--- src/rtl/siso_pkg.sv ---
// siso_pkg -- shared definitions for the SISO layer scheduler and the row unit.
//   Default geometry (layers, addresses per layer, bus widths) and the
//   scheduler FSM state encoding.
package siso_pkg;

  localparam int LAYERS_DEF    = 2;
  localparam int ADDRDEPTH_DEF = 20;
  localparam int ADDRWIDTH_DEF = 5;
  localparam int ITERBITS_DEF  = 5;

  typedef enum logic [1:0] {
    S_IDLE   = 2'd0,
    S_ISSUE  = 2'd1,
    S_DRAIN  = 2'd2,
    S_FINISH = 2'd3
  } sched_state_e;

endpackage

--- src/rtl/siso_addr_counter.sv ---
// siso_addr_counter -- layer / row-group address generator.
//   clk, rst        : clock, async active-low reset
//   clr             : return to layer 0, address 0
//   inc_addr        : step address, wrapping to 0 after ADDRDEPTH-1
//   inc_layer       : step layer, wrapping to 0 after LAYERS-1
//   layer_nxt/addr_nxt : values the counters take at the next edge, so the
//                    scheduler can register its read outputs from them
//   addr_last/layer_last : current address / layer is the final one
module siso_addr_counter #(
  parameter int LAYERS    = 2,
  parameter int ADDRDEPTH = 20,
  parameter int ADDRWIDTH = 5,
  parameter int LW        = 1
) (
  input  logic                 clk,
  input  logic                 rst,
  input  logic                 clr,
  input  logic                 inc_addr,
  input  logic                 inc_layer,
  output logic [LW-1:0]        layer_nxt,
  output logic [ADDRWIDTH-1:0] addr_nxt,
  output logic                 addr_last,
  output logic                 layer_last
);

  logic [LW-1:0]        layer;
  logic [ADDRWIDTH-1:0] addr;

  assign addr_last  = (addr == ADDRWIDTH'(ADDRDEPTH - 1));
  assign layer_last = (layer == LW'(LAYERS - 1));

  always_comb begin
    layer_nxt = layer;
    addr_nxt  = addr;
    if (clr) begin
      layer_nxt = '0;
      addr_nxt  = '0;
    end else begin
      if (inc_addr)  addr_nxt  = addr_last  ? '0 : addr + ADDRWIDTH'(1);
      if (inc_layer) layer_nxt = layer_last ? '0 : layer + LW'(1);
    end
  end

  always_ff @(posedge clk or negedge rst) begin
    if (!rst) begin
      layer <= '0;
      addr  <= '0;
    end else begin
      layer <= layer_nxt;
      addr  <= addr_nxt;
    end
  end

endmodule

--- src/rtl/siso_layer_scheduler.sv ---
// siso_layer_scheduler -- issues layer/address reads to the SISO row unit,
// waits for every address of a layer to be written back, and iterates
// layers until max_iter iterations are done.
//   clk, rst         : clock, async active-low reset
//   start, max_iter  : begin a decode; max_iter latched when start accepted
//   wren             : row-unit write-back strobe, one per retired address
//   rdlayer_regin, rdaddress_regin, rden_LLR_regin : registered read request
//   rden_E           : E-memory read (suppressed in the first iteration)
//   busy, done       : decode in progress / one-cycle completion pulse
//   iter_count       : completed iterations
// Optional build macro SISO_SCHED_EARLY_TERM_EN adds input syndrome_ok,
// which ends the decode at the end of any iteration where it is high.
module siso_layer_scheduler
  import siso_pkg::*;
#(
  parameter int LAYERS    = LAYERS_DEF,
  parameter int ADDRDEPTH = ADDRDEPTH_DEF,
  parameter int ADDRWIDTH = ADDRWIDTH_DEF,
  parameter int ITERBITS  = ITERBITS_DEF
) (
  input  logic                 clk,
  input  logic                 rst,
  input  logic                 start,
  input  logic [ITERBITS-1:0]  max_iter,
  input  logic                 wren,
`ifdef SISO_SCHED_EARLY_TERM_EN
  input  logic                 syndrome_ok,
`endif
  output logic                 rdlayer_regin,
  output logic [ADDRWIDTH-1:0] rdaddress_regin,
  output logic                 rden_LLR_regin,
  output logic                 rden_E,
  output logic                 busy,
  output logic                 done,
  output logic [ITERBITS-1:0]  iter_count
);

  localparam int LW = (LAYERS > 1) ? $clog2(LAYERS) : 1;
  localparam int RW = $clog2(ADDRDEPTH + 1);

  sched_state_e         state, state_nxt;
  logic [ITERBITS-1:0]  iter_nxt, max_q, max_nxt;
  logic [ITERBITS:0]    iter_inc;
  logic [RW-1:0]        ret, ret_nxt, ret_sum;
  logic                 clr, inc_addr, inc_layer;
  logic [LW-1:0]        layer_nxt;
  logic [ADDRWIDTH-1:0] addr_nxt;
  logic                 addr_last, layer_last;
  logic                 drain_done, term, issue_nxt;

`ifdef SISO_SCHED_EARLY_TERM_EN
  assign term = syndrome_ok;
`else
  assign term = 1'b0;
`endif

  siso_addr_counter #(
    .LAYERS   (LAYERS),
    .ADDRDEPTH(ADDRDEPTH),
    .ADDRWIDTH(ADDRWIDTH),
    .LW       (LW)
  ) u_addr (
    .clk       (clk),
    .rst       (rst),
    .clr       (clr),
    .inc_addr  (inc_addr),
    .inc_layer (inc_layer),
    .layer_nxt (layer_nxt),
    .addr_nxt  (addr_nxt),
    .addr_last (addr_last),
    .layer_last(layer_last)
  );

  // A write-back arriving in the same cycle the count hits the limit
  // still releases DRAIN, hence the compare on the incremented value.
  assign ret_sum    = ret + RW'(wren);
  assign drain_done = (ret_sum >= RW'(ADDRDEPTH));
  // One extra bit so the "below max_iter" compare cannot wrap.
  assign iter_inc   = {1'b0, iter_count} + (ITERBITS + 1)'(1);

  always_comb begin
    state_nxt = state;
    iter_nxt  = iter_count;
    max_nxt   = max_q;
    ret_nxt   = '0;
    clr       = 1'b0;
    inc_addr  = 1'b0;
    inc_layer = 1'b0;
    unique case (state)
      S_IDLE: begin
        if (start) begin
          max_nxt   = max_iter;
          iter_nxt  = '0;
          clr       = 1'b1;
          state_nxt = (max_iter != '0) ? S_ISSUE : S_FINISH;
        end
      end
      S_ISSUE: begin
        inc_addr = 1'b1;
        ret_nxt  = ret_sum;
        if (addr_last) state_nxt = S_DRAIN;
      end
      S_DRAIN: begin
        ret_nxt = ret_sum;
        if (drain_done) begin
          ret_nxt   = '0;
          inc_layer = 1'b1;
          if (!layer_last) begin
            state_nxt = S_ISSUE;
          end else begin
            iter_nxt  = iter_inc[ITERBITS-1:0];
            state_nxt = (iter_inc < {1'b0, max_q} && !term) ? S_ISSUE : S_FINISH;
          end
        end
      end
      S_FINISH: state_nxt = S_IDLE;
      default:  state_nxt = S_IDLE;
    endcase
  end

  assign issue_nxt = (state_nxt == S_ISSUE);

  // Outputs are flopped from next-state values so the first read lands
  // on the cycle right after start is sampled.
  always_ff @(posedge clk or negedge rst) begin
    if (!rst) begin
      state           <= S_IDLE;
      iter_count      <= '0;
      max_q           <= '0;
      ret             <= '0;
      rdlayer_regin   <= 1'b0;
      rdaddress_regin <= '0;
      rden_LLR_regin  <= 1'b0;
      rden_E          <= 1'b0;
      busy            <= 1'b0;
      done            <= 1'b0;
    end else begin
      state           <= state_nxt;
      iter_count      <= iter_nxt;
      max_q           <= max_nxt;
      ret             <= ret_nxt;
      rdlayer_regin   <= issue_nxt & layer_nxt[0];
      rdaddress_regin <= issue_nxt ? addr_nxt : '0;
      rden_LLR_regin  <= issue_nxt;
      rden_E          <= issue_nxt && (iter_nxt != '0);
      busy            <= issue_nxt || (state_nxt == S_DRAIN);
      done            <= (state_nxt == S_FINISH);
    end
  end

endmodule

--- config.mk ---
export PLATFORM = sky130hd
export DESIGN_NAME = siso_layer_scheduler
export DESIGN_NICKNAME = d
export VERILOG_FILES = /design/src/rtl/siso_pkg.sv /design/src/rtl/siso_addr_counter.sv /design/src/rtl/siso_layer_scheduler.sv
export SDC_FILE = /design/constraint.sdc
export NUM_CORES = 1
export LEC_CHECK = 0
export ABC_AREA = 1
export BUFFER_PORTS_ARGS = -buffer_cell sky130_fd_sc_hd__buf_2
export CORE_ASPECT_RATIO = 2
export CORE_UTILIZATION = 50
export DETAILED_ROUTE_END_ITERATION = 6
export PLACE_DENSITY_LB_ADDON = 0.1
export SLEW_MARGIN = 30
export SYNTH_ARGS = -nofsm -noshare
export SYNTH_HDL_FRONTEND = slang
export SYNTH_HIERARCHICAL = 1
export SYNTH_SLANG_ARGS = --single-unit
--- constraint.sdc ---
create_clock -name clk -period 2.1 [get_ports clk]
set_clock_uncertainty 0.2 [all_clocks]
set_input_delay 0.21 -clock clk [delete_from_list [all_inputs] [get_ports clk]]
set_output_delay 0.21 -clock clk [all_outputs]
set_load 0.005 [all_outputs]
==> impl_metrics.env <==
export IMPL_crit_path_end_kind="register"
export IMPL_synth_top_cell_area_share=0.446
export IMPL_p_leak_nw=1.39
export IMPL_yosysSeqAreaShare=0.446
export IMPL_vias=1596
export IMPL_yosysTopAreaCell="dfrtp_1"
export IMPL_status="finished with violations"
export IMPL_crit_type="register to register"
export IMPL_crit_arrival_ps=2280
export IMPL_antenna_diode_count=0
export IMPL_cap_violations=0
export IMPL_grt_setup_unrepaired="yes"
export IMPL_postRouteAntennaNets=0
export IMPL_drc=0
export IMPL_critPathBufInv=4
export IMPL_setup_viol=10
export IMPL_cts_root_buf="clkbuf_8"
export IMPL_comb_power_share=0.399
export IMPL_power_mw=2.20
export IMPL_ys_ff_latch=33
export IMPL_port_buffer_count=23
export IMPL_hold_viol_final=0
export IMPL_clk_path_buf_depth=2
export IMPL_grt_max_degree=34
export IMPL_path_cells="ha_4 -> xnor2_2 -> inv_1 -> ha_1 -> nand2_1 -> inv_1 -> nand4_1 -> nand3_1 -> nand2_1 -> o21ai_2 -> nand2_1 -> nand2_2 -> inv_2 -> ha_4 -> nand2_2 -> inv_1"
export IMPL_cts_tree="built"
export IMPL_drive_above_1_share=0.349
export IMPL_swShare=0.361
export IMPL_critPathRequiredTime_ps=2080
export IMPL_syn2layout_area_growth_pct=33.5
export IMPL_pin_count=24
export IMPL_sequentialPowerShare=0.384
export IMPL_startpoint_type="register"
export IMPL_post_dp_hpwl_um=3080
export IMPL_crit_fanout=7
export IMPL_worst_pin_slew_ps=738
export IMPL_die_area_um2=3970
export IMPL_path_clk_slew_ps=70
export IMPL_fin_area_um2=2470
export IMPL_p_sw_mw=0.794
export IMPL_avgViaCountPerCell=4.84
export IMPL_power_density_nw_per_um2=890
export IMPL_h_tree_depth=2
export IMPL_syn_cell_area_um2=1850
export IMPL_first_pass_iters=4
export IMPL_cts_sinks=33
export IMPL_clkLatencyLatePin_ps=280
export IMPL_ys_types=31
export IMPL_intPower_mw=1.41
export IMPL_cpMaxStageDelayCell="dfrtp_2"
export IMPL_gr_total_overflow=0
export IMPL_failed_checks="setup timing"
export IMPL_slew_violations=0
export IMPL_die_h_um=88.1
export IMPL_ys_warn_count=6
export IMPL_wire_per_inst_um=12.4
export IMPL_nets=304
export IMPL_syn_area_per_cell_um2=8.27
export IMPL_fin_crit_sh=1.10
export IMPL_cts_buffers=5
export IMPL_slew_limit_headroom=0.508
export IMPL_ir_worst_vdd_mv=0.749
export IMPL_p_clk_frac=0.217
export IMPL_grt_usage=0.232
export IMPL_synth_area_top_cells="dfrtp_1 (45%), nand2_1 (9.7%), inv_1 (9.5%)"
export IMPL_worst_slack_ps=-201
export IMPL_initial_core_util=0.519
export IMPL_grt_pass1_wl_um=6560
export IMPL_drt_wl_total_um=4110
export IMPL_fmax_mhz=435
export IMPL_syn_nets=247
export IMPL_fin_crit_ps=2300
export IMPL_fp_row_count=31
export IMPL_path_delay_family="adder cells"
export IMPL_die_w_um=45.0
export IMPL_antenna_found_initial=0
export IMPL_post_dp_cell_area_um2=2240
export IMPL_grt_pass1_vias=1627
export IMPL_drtIter0Drc=26
export IMPL_hold_path_class="input pin to register"
export IMPL_core_um2=3570
export IMPL_gp_congestion=0.840
export IMPL_tns_ps=-1880
export IMPL_max_stage_delay_ps=440
export IMPL_synth_cells=224
[per-layer routing]
metal  GRT usage  part of all wire  vias to the layer above
met1       0.192              0.34                      744
li1            -                 -                      805
met5           0                 0                        -
met4       0.127             0.043                        0
met3      0.0412             0.026                       16
met2       0.466              0.59                       31
[cell type report]
class | count | area (µm²)
fill | 317 | 1090
multi-input combinational | 140 | 976
sequential | 33 | 828
timing repair buffer | 51 | 330
inverter | 50 | 188
clock buffer | 6 | 82.6
tap | 49 | 61.3
clock inverter | 1 | 7.51
[cell usage after synthesis]
library cell   n
o21bai_1       1
o21ai_0        9
nor2_1        16
o22ai_1        1
inv_2          1
clkinv_1       2
nand2_4        1
nor2_2         1
or2_2          1
dfrtp_1       33
a31oi_1        1
a32oi_1        1
nand4_1        6
nand2_2        8
a21oi_1        8
xnor2_1        2
ha_1          14
inv_1         47
a21oi_4        1
nand3b_1       2
xor2_1         1
nand3_4        2
o21bai_2       1
o21ai_1        2
a21o_1         1
a21oi_2        1
clkbuf_1       1
nand3_2        2
nor3_1         2
nand3_1        7
nand2_1       48
[cells by family after synthesis]
| kind of cell | synth area share |
|---|---|
| xor gates and xnor gates | 0.0142 |
| DFF | 0.446 |
| and+or+nand+nor | 0.252 |
| AOI/OAI and AO/OA | 0.0905 |
| adders and majority gates | 0.0945 |
| buffers and inverters | 0.103 |
[power groups by stage]
stage,clock (mW),combinational [mW],sequential (mW)
finish,0.478,0.877,0.846
global route,0.511,0.993,0.863
CTS,0.493,0.886,0.849
detailed placement,0,0.779,0.857
global placement,0,0.756,0.855
floorplan,0,0.506,0.845
[path summary, 6_finish.rpt]
check                               from            endpoint  slack [ps]  cells after the start
setup / recovery           iter_count[1]  rdaddress_regin[3]        -200                     16
hold / removal               max_iter[2]            max_q[2]         0.7                      3
setup reg to reg           iter_count[1]  rdaddress_regin[3]        -200                     16
hold reg to reg                 max_q[3]            max_q[3]         290                      2
max in group asynchronous            rst       iter_count[0]         870                      2
min in group asynchronous            rst       iter_count[1]         320                      2
[per-stage QoR]
step                 util  instances  hold slack [ps]  worst slack (ps)
floorplan               -        224             -286             -67.3
global placement    0.628        318              112              -155
detailed placement  0.628        318              112              -210
CTS                 0.688        330            0.684              -184
global route        0.693        330             32.4              -378
finish              0.693        330            0.657              -201
[worst reg2reg max path, delay by kind of cell, from the launching register on]
family	cells	cell delay, ps
adders and majority gates	3	650
and+or+nand+nor	7	510
DFF	1	440
buffers and inverters	4	200
xor gates and xnor gates	1	150
AOI/OAI and AO/OA	1	60
[cells in the final DEF (no fill, tap or decap), types with 2 or more instances in the layout]
| cell | n |
|---|---|
| o21ai_0 | 8 |
| clkinv_1 | 2 |
| ha_4 | 6 |
| o21ai_1 | 2 |
| nor2_1 | 15 |
| dfrtp_2 | 2 |
| ha_1 | 8 |
| nand3_2 | 2 |
| a21oi_1 | 8 |
| buf_4 | 26 |
| nand4_1 | 6 |
| nand2_2 | 13 |
| nand2_1 | 41 |
| dlygate4sd3_1 | 2 |
| nand3b_1 | 2 |
| nand3_1 | 7 |
| nor3_1 | 2 |
| buf_2 | 23 |
| nand2_4 | 3 |
| inv_2 | 5 |
| dfrtp_1 | 31 |
| nand3_4 | 2 |
| clkbuf_8 | 6 |
| inv_1 | 43 |
[flip-flops by register name (all words and copies together) (netlist names)]
| signal | cells |
|---|---|
| busy | 1 |
| done | 1 |
| iter_count | 5 |
| max_q | 5 |
| rdaddress_regin | 5 |
| rden_E | 1 |
| rden_LLR_regin | 1 |
| rdlayer_regin | 1 |
| ret | 5 |
| state | 2 |
| u_addr/addr | 5 |
| u_addr/layer_last | 1 |
[timing repair]
item	in CTS	in global routing
endpoints found under the setup margin	12	13
endpoints found under the hold margin	34	0
pin swaps	17	3
gates resized for setup	18	7
setup buffers	3	0
hold buffers	2	0
Note: power is estimated with default switching activity, not from simulation.
